==> config.mk <==
export PLATFORM = sky130hd
export DESIGN_NAME = control_logic
export DESIGN_NICKNAME = d
export VERILOG_FILES = /design/src/rtl/control_logic.sv
export SDC_FILE = /design/constraint.sdc
export NUM_CORES = 1
export LEC_CHECK = 0
export ABC_AREA = 1
export CAP_MARGIN = 20
export CORE_MARGIN = 2
export CORE_UTILIZATION = 51
export CTS_CLUSTER_SIZE = 20
export DETAILED_ROUTE_END_ITERATION = 10
export PLACE_DENSITY = 0.95
export SYNTH_ARGS = -nofsm -noshare
export SYNTH_HDL_FRONTEND = slang
export SYNTH_SLANG_ARGS = --single-unit
==> constraint.sdc <==
create_clock -name clk -period 2.1 [get_ports clk]
set_input_delay 0.315 -clock clk [delete_from_list [all_inputs] [get_ports clk]]
set_output_delay 0.315 -clock clk [all_outputs]
set_load 0.1 [all_outputs]
==> src/rtl/control_logic.sv <==
// rtl/control_logic.sv - in-order pipeline interlock: destination-mask tracking, RAW hazard detection, stage holds
module control_logic #(
  parameter int NREGS = 16
) (
  input  logic             clk,
  input  logic             reset,
  input  logic             id_valid,
  input  logic [NREGS-1:0] id_out_request,
  input  logic [NREGS-1:0] id_out_provide,
  input  logic             ext_stall,
  output logic             cl_out_nop_id_stat,
  output logic             cl_out_nop_of_stat,
  output logic             cl_out_nop_ex_stat,
  output logic             cl_out_nop_wb_stat,
  output logic [NREGS-1:0] busy_mask,
  output logic [NREGS-1:0] hazard_mask
);

  // Destination masks of the instructions currently sitting in OF, EX and WB.
  logic [NREGS-1:0] r_of_mask;
  logic [NREGS-1:0] r_ex_mask;
  logic [NREGS-1:0] r_wb_mask;

  logic [NREGS-1:0] w_busy;
  logic [NREGS-1:0] w_hazard_mask;
  logic             w_hazard;
  logic [NREGS-1:0] w_of_next;

  // WB still counts as busy: the register file is only written at the end of that cycle,
  // and there is no forwarding path, so a reader must wait until the producer leaves WB.
  assign w_busy        = r_of_mask | r_ex_mask | r_wb_mask;
  assign w_hazard_mask = id_valid ? (id_out_request & w_busy) : '0;
  assign w_hazard      = |w_hazard_mask;

  // A stalled or empty ID slot injects a bubble into OF.
  assign w_of_next     = (id_valid && !w_hazard) ? id_out_provide : '0;

  assign busy_mask     = w_busy;
  assign hazard_mask   = w_hazard_mask;

  // Stage holds: external freeze wins over the interlock; everything is quiet in reset.
  always_comb begin
    cl_out_nop_id_stat = 1'b0;
    cl_out_nop_of_stat = 1'b0;
    cl_out_nop_ex_stat = 1'b0;
    cl_out_nop_wb_stat = 1'b0;
    if (!reset) begin
      cl_out_nop_id_stat = 1'b0;
    end else if (ext_stall) begin
      cl_out_nop_id_stat = 1'b1;
      cl_out_nop_of_stat = 1'b1;
      cl_out_nop_ex_stat = 1'b1;
      cl_out_nop_wb_stat = 1'b1;
    end else if (w_hazard) begin
      cl_out_nop_id_stat = 1'b1;
    end
  end

  // Advance the mask pipeline unless frozen; reset clears all in-flight state at once.
  always_ff @(posedge clk or negedge reset) begin
    if (!reset) begin
      r_of_mask <= '0;
      r_ex_mask <= '0;
      r_wb_mask <= '0;
    end else if (!ext_stall) begin
      r_of_mask <= w_of_next;
      r_ex_mask <= r_of_mask;
      r_wb_mask <= r_ex_mask;
    end
  end

endmodule

==> metrics <==
port buffer count=71; initial antenna violation count=0; first-pass GRT wire length=10700 um; CP Max Fanout=2; synth-to-layout area growth=47.6%; Synth area leaders=dfrtp_1 48%, nand2_1 22%, inv_1 8.9%, nand3_2 4.8%, o21ai_0 3.4%; CP arrival=1.75 ns; via/cell ratio=5.06; Finish-stage setup viols=0; mux cell area share after synthesis=0%; gpl congestion=0.780; mapped cell area=2490 um^2; Syn. warnings=0; slowest CP cell=dfrtp_1; met3 WL=473 um; Fmax=484 MHz; Hold WC Path Type=in2async; Crit. End Element=output port; Worst slew margin=62.6%; FF-to-FF setup slack=0.37 ns; CTS tree=done; Sink Count=48; CP max stage delay=0.42 ns; total global routing track utilization=25.9%; share of the synthesized area in the top cell type=48.3%; Detailed Routing Iterations Pass 1=5; setup ws final=0.0341 ns; Nets=453; layout cells sized above 1=25.8%; crit-path cells=nor2_2 > nand2_2 > nand2_1 > nand2_1 > nor2_2 > nand2_2 > nor2_4 > a21boi_4 > buf_12; Fin Clk Skew=0.0116 ns; Metal-1 WL=2650 um; Max Root-Sink Buffers=2; Place WS=-0.0441 ns; area of the multi-input gates=1030 um^2; starting density of the core=52.6%; DR DRC count=0; detailed-route via count=2453; period utilization=98.4%; status=finished clean; Post-synth ARST share=100%; max layer used=met4; Reg2Reg Launch Point=r_wb_mask[9]; Synth Net Count=376; Core Util, Final=77.7%; Worst EP required=1.78 ns; Avg Cell Area, Syn=7.31 um^2; largest net degree at the start of global routing=66; post-DR wirelength/cell=13.4 um; Worst-Margin Slew=0.561 ns; TritonCTS buffer count=5; IO Count=72; worst r2r dst=r_of_mask[4]; die width=73.8 um; Clock Latency Late Sink=0.32 ns; post-detail-place hpwl=4340 um; total grt overflow=0; Core Box Area=4720 um^2; Syn Inst Count=340; Post-Synth Adder-Cell Area=0%; initial drt markers=179; final hold violation count=0; worst reg-to-reg path cell count=10; Synth area leader=dfrtp_1; fin. max-slew vios=0; CTS H-tree lvls=2; kind of critical path=reg2out; vias in the first global route=2417; DP Area=3470 um^2; #FFs+latches synth=48; Max Cap Violations=0; Yosys cell types=16; register area share after synthesis=48.3%; Routed Antenna Nets=0; # diodes=0; Fill cells=289; Worst Setup Start Kind=flip-flop; XOR/XNOR share of the synthesized area=0%; synth cell count leaders=148 x nand2_1, 59 x inv_1, 48 x dfrtp_1; Worst-path clk slew=0.09 ns; routed wire length=6480 um; full die area=5450 um^2; simple-gate portion of the synthesized area=34.8%; Most used DFF post-synth=dfrtp_1; Reg area=1200 um^2; Min Hold Slack=0.400 ns; height of the die=73.8 um; Post-synth EDFFs=0; Tmin final=2.07 ns; Synth Area in Compound Gates=3.72%; Final Cell Area=3670 um^2; met2 WL=3190 um; most common cell in the netlist=nand2_1; standard-cell rows=25; root buf cell=clkbuf_8; largest family of logic cells by synthesized area=simple AND/OR/NAND/NOR gates
[cell usage in the layout (no fill, tap or decap), drive strengths merged]
master	instances
nor3	1
clkdlybuf4s50	32
inv	61
a21boi	1
clkinvlp	2
buf	50
dfrtp	48
dlygate4sd2	1
o21ai	17
bufinv	1
dlygate4sd3	1
bufbuf	1
nor2	18
nand3	24
clkinv	1
nand2	154
clkbuf	5
[metrics by stage]
| step | TNS, ns | std cells |
|---|---|---|
| global route | -0.0394 | 485 |
| detailed placement | -0.0441 | 472 |
| CTS | 0 | 482 |
| global placement | -0.00921 | 472 |
| floorplan | 0 | 340 |
| finish | 0 | 485 |
[routing by layer]
metal | track usage (%) | vias to the layer above
li1 | - | 1146
met1 | 32.2 | 1171
met2 | 42.9 | 119
met3 | 6.86 | 17
met4 | 10.5 | 0
met5 | 0 | -
[area by class of cell]
class / count / area share (%)
clock inverters: 3 / 1.16
flip-flops and latches: 48 / 32.7
well taps: 67 / 2.29
clock buffers: 5 / 1.88
repair buffers: 85 / 27.4
inverters: 62 / 6.45
multi-input cells: 215 / 28.1
[state kept, by name, summed over array words and instances, names as in the netlist]
signal and flops:
r_wb_mask 16, r_of_mask 16, r_ex_mask 16
[repair_timing]
| action | 4_1_cts | 5_1_grt |
|---|---|---|
| endpoints found under the hold margin | 7 | 0 |
| buffers inserted | 0 | 3 |
| cloned | 1 | 0 |
| pin swaps | 0 | 6 |
| hold buffers | 1 | 0 |
| resized for setup | 1 | 8 |
| setup endpoints to repair | 1 | 1 |
[worst max-delay path, delay by kind of cell (launching register included)]
| family | cells | cell delay [ns] |
|---|---|---|
| and+or+nand+nor | 7 | 0.77 |
| DFF | 1 | 0.42 |
| buffers and inverters | 1 | 0.17 |
| AOI/OAI and AO/OA | 1 | 0.08 |
[cells by family after synthesis]
| family | count (synthesis) |
|---|---|
| compound gates | 18 |
| flops | 48 |
| simple gates | 197 |
| buf+inv | 77 |
[worst max path at each step]
stage | startpoint | slack (ns) | endpoint | cells after the start
2_1_floorplan | r_ex_mask[6] | 0.009 | cl_out_nop_id_stat | 8
3_3_place_gp | id_valid | -0.009 | cl_out_nop_id_stat | 11
3_5_place_dp | id_valid | -0.04 | cl_out_nop_id_stat | 11
4_1_cts | r_ex_mask[3] | 0.09 | cl_out_nop_id_stat | 7
5_1_grt | r_wb_mask[9] | -0.04 | cl_out_nop_id_stat | 9
6_report | r_wb_mask[9] | 0.03 | cl_out_nop_id_stat | 9
Power is left out: the tool's default activity adds up to more than one toggle a clock period on the data nets, which glitch-free logic cannot reach.
